**src/rtl/ib_acc_pkg.sv**
```systemverilog
// Shared types for the ib_acc_seq accumulator: opcodes, FSM states, default width.
// The MUL state only exists when IB_ACC_MUL_EN is defined.
package ib_acc_pkg;

   localparam int ACC_W = 4;

   typedef enum logic [2:0] {
      OP_LD  = 3'b000,
      OP_ADD = 3'b001,
      OP_SUB = 3'b010,
      OP_ADC = 3'b011,
      OP_SBC = 3'b100,
      OP_MUL = 3'b101,
      OP_CLR = 3'b110,
      OP_ILL = 3'b111
   } op_e;

   typedef enum logic [1:0] {
      S_IDLE = 2'd0,
`ifdef IB_ACC_MUL_EN
      S_MUL  = 2'd1,
`endif
      S_OUT  = 2'd2
   } state_e;

endpackage

```
**src/rtl/ib_addsub.sv**
```systemverilog
// W-bit add/subtract datapath: Sum/Cout = A + (AddSub ? ~B : B) + Cin.
// Shared by ADD/SUB/ADC/SBC and the MUL partial-product step.
module ib_addsub
   import ib_acc_pkg::*;
#(
   parameter int W = ACC_W
) (
   input  logic [W-1:0] B,
   input  logic [W-1:0] A,
   input  logic         AddSub,
   input  logic         Cin,
   output logic [W-1:0] Sum,
   output logic         Cout
);

   logic [W-1:0] b_eff;

   assign b_eff       = AddSub ? ~B : B;
   assign {Cout, Sum} = {1'b0, A} + {1'b0, b_eff} + {{W{1'b0}}, Cin};

endmodule

```
**src/rtl/ib_acc_seq.sv**
```systemverilog
// Handshaked accumulator with carry/zero/error flags and optional shift-and-add MUL.
// Define IB_ACC_MUL_EN to build MUL (opcode 101); otherwise it is an illegal opcode.
module ib_acc_seq
   import ib_acc_pkg::*;
#(
   parameter int W = ACC_W
) (
   input  logic         CLK,
   input  logic         nRST,
   input  logic         Cmd_Valid,
   output logic         Cmd_Ready,
   input  logic [2:0]   Cmd_Op,
   input  logic [W-1:0] Cmd_Data,
   output logic         Res_Valid,
   input  logic         Res_Ready,
   output logic [W-1:0] Res_Data,
   output logic         Res_Carry,
   output logic         Res_Zero,
   output logic         Res_Err
);

   state_e       state, state_nxt;
   op_e          op;
   logic         rst_done;
   logic         cmd_xfer;
   logic [W-1:0] acc;
   logic         carry;
   logic         err;
   logic [W-1:0] add_a, add_b, add_sum;
   logic         add_sub, add_cin, add_cout;
`ifdef IB_ACC_MUL_EN
   localparam int CNT_W = $clog2(W + 1);
   logic [W-1:0]     mcand;
   logic [W-1:0]     hi;
   logic [CNT_W-1:0] cnt;
   logic             mul_last;

   assign mul_last = (cnt == CNT_W'(W - 1));
`endif

   assign op        = op_e'(Cmd_Op);
   // Ready is held off until the first edge after reset release
   assign Cmd_Ready = (state == S_IDLE) && rst_done;
   assign Res_Valid = (state == S_OUT);
   assign cmd_xfer  = Cmd_Valid && Cmd_Ready;

   assign Res_Data  = acc;
   assign Res_Carry = carry;
   assign Res_Zero  = (acc == '0);
   assign Res_Err   = err;

   always_ff @(posedge CLK or negedge nRST) begin
      if (!nRST) begin
         state    <= S_IDLE;
         rst_done <= 1'b0;
      end else begin
         state    <= state_nxt;
         rst_done <= 1'b1;
      end
   end

   always_comb begin
      state_nxt = state;
      case (state)
         S_IDLE: begin
            if (cmd_xfer) begin
               state_nxt = S_OUT;
`ifdef IB_ACC_MUL_EN
               if (op == OP_MUL) state_nxt = S_MUL;
`endif
            end
         end
`ifdef IB_ACC_MUL_EN
         S_MUL: begin
            if (mul_last) state_nxt = S_OUT;
         end
`endif
         S_OUT: begin
            if (Res_Ready) state_nxt = S_IDLE;
         end
         default: state_nxt = S_IDLE;
      endcase
   end

   // During MUL the adder accumulates the multiplicand into the high half
   always_comb begin
      add_a   = acc;
      add_b   = Cmd_Data;
      add_sub = 1'b0;
      add_cin = 1'b0;
      case (op)
         OP_SUB: begin
            add_sub = 1'b1;
            add_cin = 1'b1;
         end
         OP_ADC: add_cin = carry;
         OP_SBC: begin
            add_sub = 1'b1;
            add_cin = carry;
         end
         default: ;
      endcase
`ifdef IB_ACC_MUL_EN
      if (state == S_MUL) begin
         add_a   = hi;
         add_b   = acc[0] ? mcand : '0;
         add_sub = 1'b0;
         add_cin = 1'b0;
      end
`endif
   end

   ib_addsub #(.W(W)) u_addsub (
      .B      (add_b),
      .A      (add_a),
      .AddSub (add_sub),
      .Cin    (add_cin),
      .Sum    (add_sum),
      .Cout   (add_cout)
   );

   always_ff @(posedge CLK or negedge nRST) begin
      if (!nRST) begin
         acc   <= '0;
         carry <= 1'b0;
         err   <= 1'b0;
`ifdef IB_ACC_MUL_EN
         mcand <= '0;
         hi    <= '0;
         cnt   <= '0;
`endif
      end else begin
         if (cmd_xfer) begin
            err <= 1'b0;
            case (op)
               OP_LD: begin
                  acc   <= Cmd_Data;
                  carry <= 1'b0;
               end
               OP_ADD, OP_SUB, OP_ADC, OP_SBC: begin
                  acc   <= add_sum;
                  carry <= add_cout;
               end
               OP_CLR: begin
                  acc   <= '0;
                  carry <= 1'b0;
               end
`ifdef IB_ACC_MUL_EN
               OP_MUL: begin
                  mcand <= acc;
                  acc   <= Cmd_Data;
                  hi    <= '0;
                  cnt   <= '0;
               end
`endif
               default: err <= 1'b1;
            endcase
         end
`ifdef IB_ACC_MUL_EN
         // acc holds the multiplier and shifts out as product bits shift in
         if (state == S_MUL) begin
            {hi, acc} <= {add_cout, add_sum, acc[W-1:1]};
            cnt       <= cnt + 1'b1;
            if (mul_last) carry <= |{add_cout, add_sum[W-1:1]};
         end
`endif
      end
   end

endmodule

```
**config.mk**
```make
export PLATFORM = sky130hd
export DESIGN_NAME = ib_acc_seq
export DESIGN_NICKNAME = d
export VERILOG_FILES = /design/src/rtl/ib_acc_pkg.sv /design/src/rtl/ib_addsub.sv /design/src/rtl/ib_acc_seq.sv
export SDC_FILE = /design/constraint.sdc
export NUM_CORES = 1
export LEC_CHECK = 0
export ABC_AREA = 1
export CAP_MARGIN = 20
export CORE_MARGIN = 2
export CORE_UTILIZATION = 48
export CTS_CLUSTER_DIAMETER = 200
export CTS_CLUSTER_SIZE = 20
export DETAILED_ROUTE_END_ITERATION = 6
export GPL_TIMING_DRIVEN = 0
export PLACE_DENSITY_LB_ADDON = 0.25
export SYNTH_ARGS = -nofsm -noshare
export SYNTH_HDL_FRONTEND = slang
export SYNTH_HIERARCHICAL = 1
export SYNTH_SLANG_ARGS = --single-unit
```
**constraint.sdc**
```tcl
create_clock -name CLK -period 2.73 [get_ports CLK]
set_input_delay 0.273 -clock CLK [delete_from_list [all_inputs] [get_ports CLK]]
set_output_delay 0.273 -clock CLK [all_outputs]
set_load 0.02 [all_outputs]
```
; ---- Word level (Yosys, flattened, before mapping)
; Cells that the tools add are included.
[classes]
addsub = 2
n_eq_ne = 8
n_mux = 9
bitwise = 1
n_reduce_logical = 15
[op_table]
columns = operator, n
row1 = 4-bit one-hot mux with 3 select lines, 1
row2 = "3-bit by 2-bit == test with 1-bit output, second input constant", 2
row3 = "3-bit == test, second input constant", 2
row4 = 2-bit AND reduction, 3
row5 = 2-bit OR reduction, 3
row6 = 6-bit OR reduction, 1
row7 = 4-bit by 4-bit adder with 5-bit output, 1
row8 = 5-bit by 1-bit adder with 5-bit output, 1
row9 = 4-bit logical NOT, 1
row10 = 2-bit two-way mux, 2
row11 = 4-bit two-way mux, 1
row12 = 4-bit NOT, 1
row13 = 1-bit one-hot mux with 2 select lines, 2
row14 = 2-bit one-hot mux with 2 select lines, 1
row15 = 4-bit OR reduction, 1
row16 = "3-bit by 1-bit == test with 1-bit output, second input constant", 1
row17 = 3-bit logical NOT, 1
row18 = 3-bit nonzero test, 1
row19 = "2-bit == test, second input constant", 1
row20 = 1-bit logical AND, 2
row21 = 2-bit logical NOT, 1
row22 = 1-bit two-way mux, 2
row23 = "2-bit by 1-bit != test with 1-bit output, second input constant", 1
row24 = "2-bit != test, second input constant", 1
row25 = 2-bit nonzero test, 1
[word_totals]
ff_bits = 9
inputBits = 11
output_inout_bits = 9
word_cells = 40

; ---- Depth between registers and ports, before layout
[logic_depth]
word_depth = 7
depth_mapped = 16
ltp_nobuf = 16

; ---- Modules after synthesis
; Netlist, hierarchy kept.
[by_module_without_submodules]
columns = mod, instances, cells_per_inst, area_each_um2, seq_area_each_um2
row1 = ib_acc_seq, 1, 62, 449.2, 200.2
row2 = ib_addsub, 1, 28, 198.9, 0.0

; ---- Least setup slack after synthesis
; OpenSTA, ideal clock, no wires.
[synth_timing]
kind = input to register
start = input Cmd_Op[1]
end = register acc[1], in the netlist Res_Data[1]
setup_ns = 0.117
arrival_time_ns = 1.791
t_required_ns = 2.613
path_slack_ns = 0.822
cell_stages = 12
path_buffers = 0
cell_sequence = inv_1 -> nor2_1 -> nand2_1 -> nand2_1 -> xnor2_1 -> fa_1 -> inv_1 -> fa_1 -> nand2_1 -> nand2_1 -> nand2_1 -> nand2_1
[synth_between]
elab_chain_len = 7
word_cells_on_any_way = 17
cone_classes = add/sub (2) / eq/ne (5) / mux (4) / reduce/logical (6)
[synth_rtl]
columns = item, line_no
row1 = "start, declared", ib_acc_seq.sv:12  ; input logic [2:0] Cmd_Op,
row2 = 3-bit == test or 3-bit by 2-bit == test with 1-bit output (tied branches), ib_acc_seq.sv:91  ; case (op)
row3 = 2-bit OR reduction (no source line) *, -
row4 = 1-bit two-way mux *, ib_acc_seq.sv:91
row5 = net add_sub, ib_acc_seq.sv:30  ; logic add_sub, add_cin, add_cout;
row6 = 4-bit two-way mux *, ib_addsub.sv:18  ; assign b_eff = AddSub ? ~B : B;
row7 = 4-bit by 4-bit adder with 5-bit output *, ib_addsub.sv:19  ; assign {Cout, Sum} = {1'b0, A} + {1'b0, b_eff} + {{W{1'b0}}, Cin};
row8 = 5-bit by 1-bit adder with 5-bit output *, ib_addsub.sv:19
row9 = net add_sum[1], ib_acc_seq.sv:29  ; logic [W-1:0] add_a, add_b, add_sum;
row10 = 4-bit one-hot mux with 3 select lines *, ib_acc_seq.sv:135  ; case (op)
row11 = "end signal, assigned", ib_acc_seq.sv:137  ; acc <= Cmd_Data;
row12 = "end signal, assigned", ib_acc_seq.sv:141  ; acc <= add_sum;
row13 = "end, declared", ib_acc_seq.sv:26  ; logic [W-1:0] acc;
; The timed path passes the listed nets; every way through them passes the cells marked *.
; A chain may end at the register's enable or synchronous reset.

; ---- Worst setup path in the final report
[layout_timing]
start = input Cmd_Op[2]
end = register acc[1], in the netlist Res_Data[1]
; The elaborated chain is that of the path after synthesis.

==> out/qor.txt <==
CTS tree = built
Synthesized net count = 106
Layout Cells excl Fill = 127
Yosys warning count = 6
Post-Synthesis Cells = 90
Tcrit/Tclk final = 0.894
Worst r2r path cells = 10
Avg Synthesized Cell Area = 7.20 um^2
First-pass GRT wire length = 1660 um
TritonRoute pass-1 iters = 4
Result of the run = finished, final reports clean
Flops & latches, synth = 8
Die width = 40.7 um
Hold buffer count at CTS = 0
Req. time, crit path = 2860 ps
Layout cells sized above 1 = 0.107
WS Path Type = in -> reg
GRT Util Overall = 0.158
Leak = 0.000461 uW
Distinct cell type count after synthesis = 21
Setup-failing EPs final = 0
Clock Skews = 4.01 ps
WHS = 294 ps
Worst skew pair latency = 240 ps
Critical path endpoint category = flip-flop
Commonest non-fill, non-tap cell in the layout = nand2_1
# resized after CTS = 0
Max clock buf depth = 2
Fin. Hold Viols = 0
ANT nets after route = 0
Clk root buf = clkbuf_4
PortBufs = 19
Gp weighted congestion = 0.780
Worst Setup SP = Cmd_Op[2]
Setup crit end = Res_Data[1]$_DFFE_PN0P_
Num rows = 13
P&R area growth vs syn = 35.7%
Post-CTS Setup Inserts = 0
Antenna violations before repair = 0
Top-Level Pins = 20
Final min period = 2440 ps
Core area = 1280 um^2
GRT overflow = 0
Iteration-0 DRC Markers = 7
Placed cell count = 124
RSZ-0062 raised after global routing = no
Class of the worst hold path = in -> async
Register area share after synthesis = 0.309
Drt drc = 0
Synth top area cells = dfrtp_1 (31%), nand2_1 (17%), inv_1 (7.5%)
Origin of the critical flop-to-flop path = Res_Carry$_DFFE_PN0P_
Max-cap violations = 0
Vias per cell = 4.71
Final net count = 130
Initial Util = 0.504
DRT Wirelength = 1260 um
Largest net degree at the start of global routing = 9
Setup TNS = 0 ps
Worst reg2reg path endpoint = Res_Data[1]$_DFFE_PN0P_
Antenna Cells = 0
Final worst slack = 290 ps
Pre-CTS WS = 61.1 ps
Top cell type by total area after synthesis = dfrtp_1
Commonest cells after routing, fill and taps aside = nand2_1 (30), clkdlybuf4s50_1 (19), inv_1 (13)
Max Slew Vio Count = 0
Height of the die = 40.7 um
Critical Path AT = 2560 ps
Flop2flop setup slack = 860 ps
CP Launch Type = input pin
Routed len/inst = 9.92 um
Top-area cell type share of the netlist area = 0.309
Synthesized area = 648 um^2
Die area = 1660 um^2
Fmax = 410 MHz
Vias in the first global route = 422
Max FO, Critical Path = 6
Total number of vias = 598
Hpwl dp = 1090 um
Sink Count = 8
Pwr Density = 686 nW/um^2
Cts bufs inserted = 3
Reg clk slew, reported paths = 50 ps
H-tree depth = 1
VDD IR-drop max = 0.470 mV
==> metal layers <==
layer / track usage / vias up / wire (um)
met1: 0.224 / 265 / 636
met2: 0.238 / 7 / 596
met5: 0 / - / 0
met3: 0.0163 / 0 / 28
li1: - / 326 / -
met4: 0.0750 / 0 / 0
==> per-stage QoR <==
step                      area (um^2)  utilization  total power [uW]
final                             880        0.685               604
after global routing              880        0.685               665
after CTS                         880        0.685               611
after detailed placement          857        0.667               526
after global placement            857        0.667               520
after floorplan                   648            -               390
==> state kept, by name, indices dropped and copies added (netlist names) <==
signal     cells
Res_Carry      1
rst_done       1
state          1
Res_Data       4
Res_Err        1
==> power breakdown <==
part	switching (uW)	internal, uW
clock	31.6	49.7
sequential	33.7	149
combinational	183	157
==> worst min path at each step <==
stage | cells after the start | slack (ps) | end
finish | 1 | 290 | Res_Err$_DFFE_PN0P_
CTS | 1 | 300 | state[1]$_DFFE_PN0P_
global placement | 2 | 500 | Res_Carry$_DFFE_PN0P_
floorplan | 0 | -20 | Res_Carry$_DFFE_PN0P_
detailed placement | 2 | 510 | Res_Carry$_DFFE_PN0P_
global route | 1 | 310 | state[1]$_DFFE_PN0P_
==> cell type report <==
class | instances | area (um^2)
fill | 107 | 405
multi-input combinational | 66 | 388
sequential | 8 | 200
timing repair buffer | 19 | 190
inverter | 16 | 60.1
clock buffer | 3 | 22.5
tap | 15 | 18.8
==> synth_stat cells (all sizes together) <==
cell	n
fa	2
o21ai	4
nand3	9
dfrtp	8
xnor2	1
a21oi	5
xor2	4
conb	1
ha	3
nor2	3
inv	16
nor4	1
o21bai	1
nand2	32
==> worst max-delay path, cell delays in order <==
cell	delay (ps)
clkdlybuf4s50_1	630
nor2_1	110
nand2_1	80
nand2_1	140
xnor2_1	180
fa_1	360
inv_1	120
fa_1	430
nand2_1	80
nand2_1	60
nand2_1	50
nand2_1	50
==> logic make-up (layout without fill, tap and decap cells) <==
kind of cell / after synthesis / in the layout / synth area share
xor gates and xnor gates: 5 / 5 / 0.0676
adders and majority gates: 5 / 5 / 0.120
and+or+nand+nor: 45 / 45 / 0.301
DFF: 8 / 8 / 0.309
AOI/OAI and AO/OA: 10 / 10 / 0.104
other: 1 / 1 / 0.00579
buffers and inverters: 16 / 38 / 0.0927
Power figures use the tool's default switching activity.
